[src/rtl/fetch_stage_pkg.sv]
// Shared fetch-stage definitions: IF/ID control codes, fetch state
// encoding, NOP encoding and the IF/ID bundle type.
package fetch_stage_pkg;

    localparam logic [1:0] DATA_CTRL_NORMAL = 2'b00;
    localparam logic [1:0] DATA_CTRL_STOP   = 2'b01;
    localparam logic [1:0] DATA_CTRL_FLUSH  = 2'b10;

    localparam logic [31:0] NOP_ENC = 32'h0000_0013;

    typedef enum logic [1:0] {
        ST_BOOT = 2'd0,
        ST_RUN  = 2'd1,
        ST_HOLD = 2'd2
    } fetch_state_e;

    typedef struct packed {
        logic [31:0] pc;
        logic [31:0] pc4;
        logic [31:0] instr;
        logic        valid;
    } if_id_t;

    function automatic logic [31:0] sat_inc(input logic [31:0] v);
        return (v == 32'hFFFF_FFFF) ? v : v + 32'd1;
    endfunction

endpackage

[src/rtl/fetch_stage_if_id_reg.sv]
// if_id_reg: pipeline stage register driven by a NORMAL/STOP/FLUSH code.
// Ports: clk_i, rst_i (async high), ctrl_i, d_i (bundle in), q_o (bundle out).
module if_id_reg
    import fetch_stage_pkg::*;
#(
    parameter logic [31:0] NOP_INSTR = NOP_ENC
) (
    input  logic       clk_i,
    input  logic       rst_i,
    input  logic [1:0] ctrl_i,
    input  if_id_t     d_i,
    output if_id_t     q_o
);

    localparam if_id_t BUBBLE = '{
        pc:    32'd0,
        pc4:   32'd0,
        instr: NOP_INSTR,
        valid: 1'b0
    };

    // Reserved code 2'b11 is treated as a flush.
    always_ff @(posedge clk_i or posedge rst_i) begin
        if (rst_i) begin
            q_o <= BUBBLE;
        end else begin
            unique case (1'b1)
                (ctrl_i == DATA_CTRL_NORMAL): q_o <= d_i;
                (ctrl_i == DATA_CTRL_STOP):   q_o <= q_o;
                default:                      q_o <= BUBBLE;
            endcase
        end
    end

endmodule

[src/rtl/fetch_stage.sv]
// fetch_stage: PC, next-PC mux, fetch FSM and IF/ID register.
// Ports: clk_i, rst_i, keep_i, back_i, back_pc_i, if_id_ctrl_i, irom_addr_o,
// irom_data_i, ID_pc_o, ID_pc4_o, ID_irom_o, ID_valid_o; with FETCH_PERF_EN
// also perf_clr_i, perf_fetch_o, perf_stall_o, perf_flush_o.
module fetch_stage
    import fetch_stage_pkg::*;
#(
    parameter logic [31:0] RESET_PC  = 32'h0000_0000,
    parameter logic [31:0] NOP_INSTR = 32'h0000_0013
) (
    input  logic        clk_i,
    input  logic        rst_i,
    input  logic        keep_i,
    input  logic        back_i,
    input  logic [31:0] back_pc_i,
    input  logic [1:0]  if_id_ctrl_i,
    output logic [31:0] irom_addr_o,
    input  logic [31:0] irom_data_i,
    output logic [31:0] ID_pc_o,
    output logic [31:0] ID_pc4_o,
    output logic [31:0] ID_irom_o,
    output logic        ID_valid_o
`ifdef FETCH_PERF_EN
    ,
    input  logic        perf_clr_i,
    output logic [31:0] perf_fetch_o,
    output logic [31:0] perf_stall_o,
    output logic [31:0] perf_flush_o
`endif
);

    fetch_state_e state_q, state_n;
    logic [31:0]  pc_q, pc_n;
    logic [31:0]  redir_pc;
    logic         boot;
    if_id_t       id_d, id_q;

    assign boot     = (state_q == ST_BOOT);
    assign redir_pc = back_pc_i & 32'hFFFF_FFFC;

    // BOOT re-presents pc_q: the IROM word seen in BOOT was addressed
    // during reset and is discarded, so the reset PC is fetched again.
    always_comb begin
        pc_n = pc_q + 32'd4;
        priority case (1'b1)
            back_i:          pc_n = redir_pc;
            (keep_i | boot): pc_n = pc_q;
            default:         pc_n = pc_q + 32'd4;
        endcase
    end

    assign irom_addr_o = rst_i ? RESET_PC : pc_n;

    always_ff @(posedge clk_i or posedge rst_i) begin
        if (rst_i) begin
            pc_q    <= RESET_PC;
            state_q <= ST_BOOT;
        end else begin
            pc_q    <= pc_n;
            state_q <= state_n;
        end
    end

    always_comb begin
        state_n = state_q;
        unique case (state_q)
            ST_BOOT: state_n = ST_RUN;
            ST_RUN,
            ST_HOLD: state_n = (keep_i & ~back_i) ? ST_HOLD : ST_RUN;
            default: state_n = ST_RUN;
        endcase
    end

    always_comb begin
        id_d.pc    = pc_q;
        id_d.pc4   = pc_q + 32'd4;
        id_d.instr = boot ? NOP_INSTR : irom_data_i;
        id_d.valid = ~boot;
    end

    if_id_reg #(
        .NOP_INSTR (NOP_INSTR)
    ) u_if_id (
        .clk_i  (clk_i),
        .rst_i  (rst_i),
        .ctrl_i (if_id_ctrl_i),
        .d_i    (id_d),
        .q_o    (id_q)
    );

    assign ID_pc_o    = id_q.pc;
    assign ID_pc4_o   = id_q.pc4;
    assign ID_irom_o  = id_q.instr;
    assign ID_valid_o = id_q.valid;

`ifdef FETCH_PERF_EN
    logic fetch_hit, stall_hit, flush_hit;

    assign fetch_hit = (if_id_ctrl_i == DATA_CTRL_NORMAL) & ~boot;
    assign stall_hit = keep_i & ~back_i;
    assign flush_hit = if_id_ctrl_i[1];

    always_ff @(posedge clk_i or posedge rst_i) begin
        if (rst_i) begin
            perf_fetch_o <= 32'd0;
            perf_stall_o <= 32'd0;
            perf_flush_o <= 32'd0;
        end else if (perf_clr_i) begin
            perf_fetch_o <= 32'd0;
            perf_stall_o <= 32'd0;
            perf_flush_o <= 32'd0;
        end else begin
            if (fetch_hit) perf_fetch_o <= sat_inc(perf_fetch_o);
            if (stall_hit) perf_stall_o <= sat_inc(perf_stall_o);
            if (flush_hit) perf_flush_o <= sat_inc(perf_flush_o);
        end
    end
`endif

endmodule

[config.mk]
export PLATFORM = sky130hd
export DESIGN_NAME = fetch_stage
export DESIGN_NICKNAME = d
export VERILOG_FILES = /design/src/rtl/fetch_stage_pkg.sv /design/src/rtl/fetch_stage_if_id_reg.sv /design/src/rtl/fetch_stage.sv
export SDC_FILE = /design/constraint.sdc
export NUM_CORES = 1
export LEC_CHECK = 0
export CAP_MARGIN = 20
export CELL_PAD_IN_SITES_DETAIL_PLACEMENT = 0
export CELL_PAD_IN_SITES_GLOBAL_PLACEMENT = 1
export CORE_ASPECT_RATIO = 1.4
export CORE_MARGIN = 2
export CORE_UTILIZATION = 40
export DETAILED_ROUTE_END_ITERATION = 7
export DONT_BUFFER_PORTS = 1
export PLACE_DENSITY = 0.69
export SETUP_SLACK_MARGIN = 0.3
export SLEW_MARGIN = 15
export SYNTH_ARGS = -nofsm -noshare
export SYNTH_HDL_FRONTEND = slang
export SYNTH_SLANG_ARGS = --single-unit
export TNS_END_PERCENT = 5
[constraint.sdc]
create_clock -name clk_i -period 15.89 [get_ports clk_i]
set_input_delay 3.178 -clock clk_i [delete_from_list [all_inputs] [get_ports clk_i]]
set_output_delay 3.178 -clock clk_i [all_outputs]
set_load 0.03 [all_outputs]
# Word level (Yosys, flattened, before mapping)
# Index checks and enable logic that the tools add are counted.
[classes]
bitwise = 4
eq_ne = 3
n_mux = 7
n_reduce_logical = 3
add_sub_neg = 1
[op_table]
columns = ["cell", "count"]
rows = [
  ["case mux 97 bit (2 select lines)", 1],
  ["2-to-1 mux 32 bit", 4],
  ["adder 32 x 3 -> 32 bit, second input constant", 1],
  ["== test 2 x 1 -> 1 bit, second input constant", 2],
  ["logical NOT 2 bit", 2],
  ["2-to-1 mux 2 bit", 2],
  ["== test 2 bit, second input constant", 1],
  ["inverter 1 bit", 2],
  ["OR reduction 2 bit", 1],
  ["AND 1 bit", 1],
  ["bitwise OR 1 bit", 1],
]
[word_totals]
ff_bits = 131

# Depth between registers and ports, before layout
[logic_depth]
ltp_word = 5
depth_mapped = 8
depth_no_buf = 6

# Modules after synthesis
# From an unflattened synthesis, not the netlist that was laid out.
[hier_totals]
cells_unflattened = 706
hier_area_um2 = 6972.9
[modules_own_cells]
columns = ["mod", "cells_each", "area_per_inst_um2", "instances"]
rows = [
  ["if_id_reg", 314, 3933.8, 1],
  ["fetch_stage", 392, 3039.2, 1],
]

# Least setup slack after synthesis
# Ideal clock, no wire load.
[synth_path]
kind = "input to output"
from = "input port rst_i"
to = "output port irom_addr_o[29]"
arrival_time_ps = 6765
path_stages = 4
setup_slack_ps = 5947
path_cell_list = "inv_1 > and2_1 > a32oi_1 > nand3_1"
[synth_via]
elab_chain_cells = 1
[synth_lines]
columns = ["element", "line", "source"]
rows = [
  ["start, declared", "fetch_stage.sv:12", "input logic rst_i,"],
  ["2-to-1 mux 32 bit", "fetch_stage.sv:52", "assign irom_addr_o = rst_i ? RESET_PC : pc_n;"],
  ["end, declared", "fetch_stage.sv:17", "output logic [31:0] irom_addr_o,"],
]
# Every way passes these cells.

# Worst setup path in the final report
[layout_path]
from = "input port keep_i"
to = "output port irom_addr_o[14]"
[layout_via]
elab_chain_cells = 4
[layout_lines]
columns = ["element", "line", "source"]
rows = [
  ["start, declared", "fetch_stage.sv:13", "input logic keep_i,"],
  ["bitwise OR 1 bit", "fetch_stage.sv:47", "(keep_i | boot): pc_n = pc_q;"],
  ["2-to-1 mux 32 bit (2 in series)", "fetch_stage.sv:45", "priority case (1'b1)"],
  ["2-to-1 mux 32 bit", "fetch_stage.sv:52", ""],
]
# Every way passes these cells.

==> metrics <==
status=finished clean; R2R setup slack=13.36 ns; initial antenna violation count=0; Worst-Skew Late Latency=0.42 ns; worst slew pin tran=1.021 ns; worst setup path startpoint=keep_i; clock buffers created by TritonCTS=17; worst endpoint required time=12.71 ns; Post-Syn Nets=726; Syn-to-layout area delta=11.86%; Slew Limit Headroom=31.55%; global-route wire length before repair=30.37 mm; cts hold-fix bufs=0; Worst Setup End Kind=output port; Residual DRC=0; routed wire length=19.22 mm; fmax=117.4 MHz; Setup TNS Final=0 ns; Worst Hold Class=register to register; Root Buffer=clkbuf_16; Sequential Power Share=45.9%; Final Setup Violations=0; GRT overflow=0; PwrDens=127.2 nW/um2; Worst R2R End=u_if_id.q_o[61]$_DFFE_PP0P_; Hold Path Cell Cnt=1; Tot Pwr=0.9200 mW; via count=5233; per-cell routed wire length=22.88 um; Worst R2R Start=pc_q[12]$_DFF_PP0_; worst hold path endpoint=pc_q[0]$_DFF_PP0_; synthesized area=6467 um2; largest net degree at the start of global routing=70; Die ar.=17220 um2; Combinational Power Share=11.4%; Clk pwr share=42.7%; CTS max path bufs=2; 1st-iter DRT viols=262; Final Hold Vio Count=0; max_cap viols=0; Total Routing Usage GR=22.49%; number of synthesized flops with an enable pin=0; #FFs+latches synth=129; Crit Path Category=primary input to output port; CTS tree=built; Seq/Total Area, Yosys=49.97%; most common flop cell mapped by yosys=dfrtp_1; RSZ-0062 raised after global routing=no; path depth of the worst reg2reg path=4; Placeable Area=15970 um2; crit share post-route=53.61%; Buffers on Ports=0; die height=154.5 um; final HPWL from detailed placement=13.03 mm; Net Sw Frac=30.64%; fin. max-slew vios=0; Starting Density=40.51%; ys async rst share=100.0%; GP Congestion=0.8037; warnings from Yosys=0; layout cell share with drive strength beyond 1=11.08%; Reg clk slew, reported paths=0.06 ns; Gate Count Post-Synth=654; CP Data Arrival Time=5.34 ns; ANT cells=0; Switch Pwr=0.2819 mW; critical-path maximum fanout=19; CTS-repair resized insts=0; Die Wd=111.5 um; I/O Pins=199; Filler Cell Count=1525; Final min period=8.519 ns; via/cell ratio=6.230; drt pass-1 iters=6; Post-DRT Antenna Nets=0; post-CTS setup buffers=0; CP Launch Type=primary input; min-delay src=pc_q[0]$_DFF_PP0_; design internal power=0.6381 mW; total leakage power=3.026 nW; Final nets=700; # rows=55; Avg Cell Area, Syn=9.889 um2; CTS Sinks=129; H-tree depth=4; vias in the first global route=5217; Netlist cell types=55; Max VDD drop=56.78 uV; clock skew=0.01102 ns
-- metrics by stage --
| stage | instances | util [%] | hold slack [ns] | instance area (um2) | setup slack (ns) |
|---|---|---|---|---|---|
| after global routing | 840 | 45.31 | 0.5700 | 7234 | 7.176 |
| after global placement | 806 | 41.48 | 0.4941 | 6623 | 7.337 |
| after CTS | 838 | 45.20 | 0.5202 | 7216 | 7.299 |
| after floorplan | 654 | - | 0.4772 | 6467 | 5.947 |
| after detailed placement | 806 | 41.48 | 0.5076 | 6623 | 7.306 |
| final | 840 | 45.31 | 0.5175 | 7234 | 7.371 |
-- worst max-delay path: stages --
cell and delay [ns]:
or2_2 0.46, nor4_2 0.62, a311oi_1 0.27, a2111oi_2 0.80
-- cell usage after synthesis, types with 2 or more instances --
library cell | number | area [um2]
a221oi_1 | 4 | 35.03
xor2_1 | 7 | 61.31
nand3_1 | 11 | 55.05
a311oi_1 | 19 | 166.4
and2_1 | 5 | 31.28
nor2b_1 | 11 | 68.82
a2111oi_2 | 2 | 30.03
dfrtp_1 | 126 | 3153
and3_1 | 10 | 62.56
buf_4 | 4 | 30.03
or4_1 | 9 | 67.56
o22a_1 | 3 | 26.28
dfstp_2 | 3 | 78.83
a22o_1 | 29 | 254.0
buf_1 | 8 | 30.03
and4_1 | 9 | 78.83
or3_1 | 3 | 18.77
a211oi_1 | 27 | 202.7
nor4_1 | 22 | 137.6
a2111oi_0 | 4 | 35.03
inv_1 | 15 | 56.30
nor3_1 | 20 | 100.1
clkbuf_1 | 38 | 142.6
a21oi_1 | 23 | 115.1
nand4_1 | 13 | 81.33
or4bb_1 | 2 | 22.52
a32oi_1 | 3 | 26.28
mux2i_1 | 29 | 290.3
a22oi_1 | 3 | 22.52
buf_2 | 11 | 55.05
ha_1 | 2 | 25.02
o31ai_1 | 7 | 52.55
a31oi_1 | 8 | 50.05
nand2_1 | 28 | 105.1
a31o_2 | 2 | 17.52
o21ai_0 | 9 | 45.04
xnor2_1 | 15 | 131.4
nor2_1 | 93 | 349.1
-- placed cells by master (no fill, tap or decap), drive strengths merged, types with 12 or more instances in the layout --
cell type  count
nand2         28
a311oi        19
dfrtp        126
xnor2         15
buf           16
a22o          29
nor2          93
nand3         12
nand4         14
nor3          20
nor4          23
mux2i         29
inv           15
a21oi         23
a211oi        27
clkbuf        24
-- power by group through the flow --
stage               Sequential, mW  Combinational (mW)  Clock (mW)
floorplan                    0.408              0.0995           0
global placement             0.428               0.102           0
detailed placement           0.428               0.105           0
CTS                          0.422               0.106       0.400
global route                 0.426               0.117       0.416
finish                       0.422               0.105       0.393
-- layout make-up --
type | count | area (um2) | share of cell area (%)
clock buffers | 23 | 488.0 | 6.745
clock inverters | 9 | 105.1 | 1.453
inverters | 15 | 61.31 | 0.8475
multi-input cells | 448 | 2968 | 41.02
flip-flops and latches | 129 | 3232 | 44.67
well taps | 199 | 249.0 | 3.442
repair buffers | 17 | 131.4 | 1.816
-- metal layers --
metal | global-route usage, % | vias up | share of wire (%)
met5 | 0 | - | 0
met4 | 7.055 | 0 | 1.6
met3 | 6.897 | 25 | 8.4
met1 | 27.52 | 2586 | 39
li1 | - | 2387 | -
met2 | 38.15 | 235 | 51
-- cells by family (layout without fill, tap and decap cells) --
group	Yosys count	in the layout	synth area share, %
compound gates	149	149	17.47
xor+xnor	22	22	2.979
fa+ha+maj	2	2	0.3869
buf+inv	77	64	4.933
flops	129	129	49.97
mux	29	29	4.488
simple gates	246	246	19.77
-- worst max-delay path by stage --
stage          slack (ns)               to  cells after the start
2_1_floorplan        5.95  irom_addr_o[29]                      4
3_3_place_gp         7.34  irom_addr_o[14]                      4
3_5_place_dp         7.31  irom_addr_o[14]                      4
5_1_grt              7.18  irom_addr_o[14]                      4
4_1_cts              7.30  irom_addr_o[14]                      4
6_report             7.37  irom_addr_o[14]                      4
-- state kept, by name (all words and copies together) (netlist names) --
| name | count |
|---|---|
| state_q | 2 |
| pc_q | 32 |
| u_if_id.q_o | 95 |
Note: power is estimated with default switching activity, not from simulation.
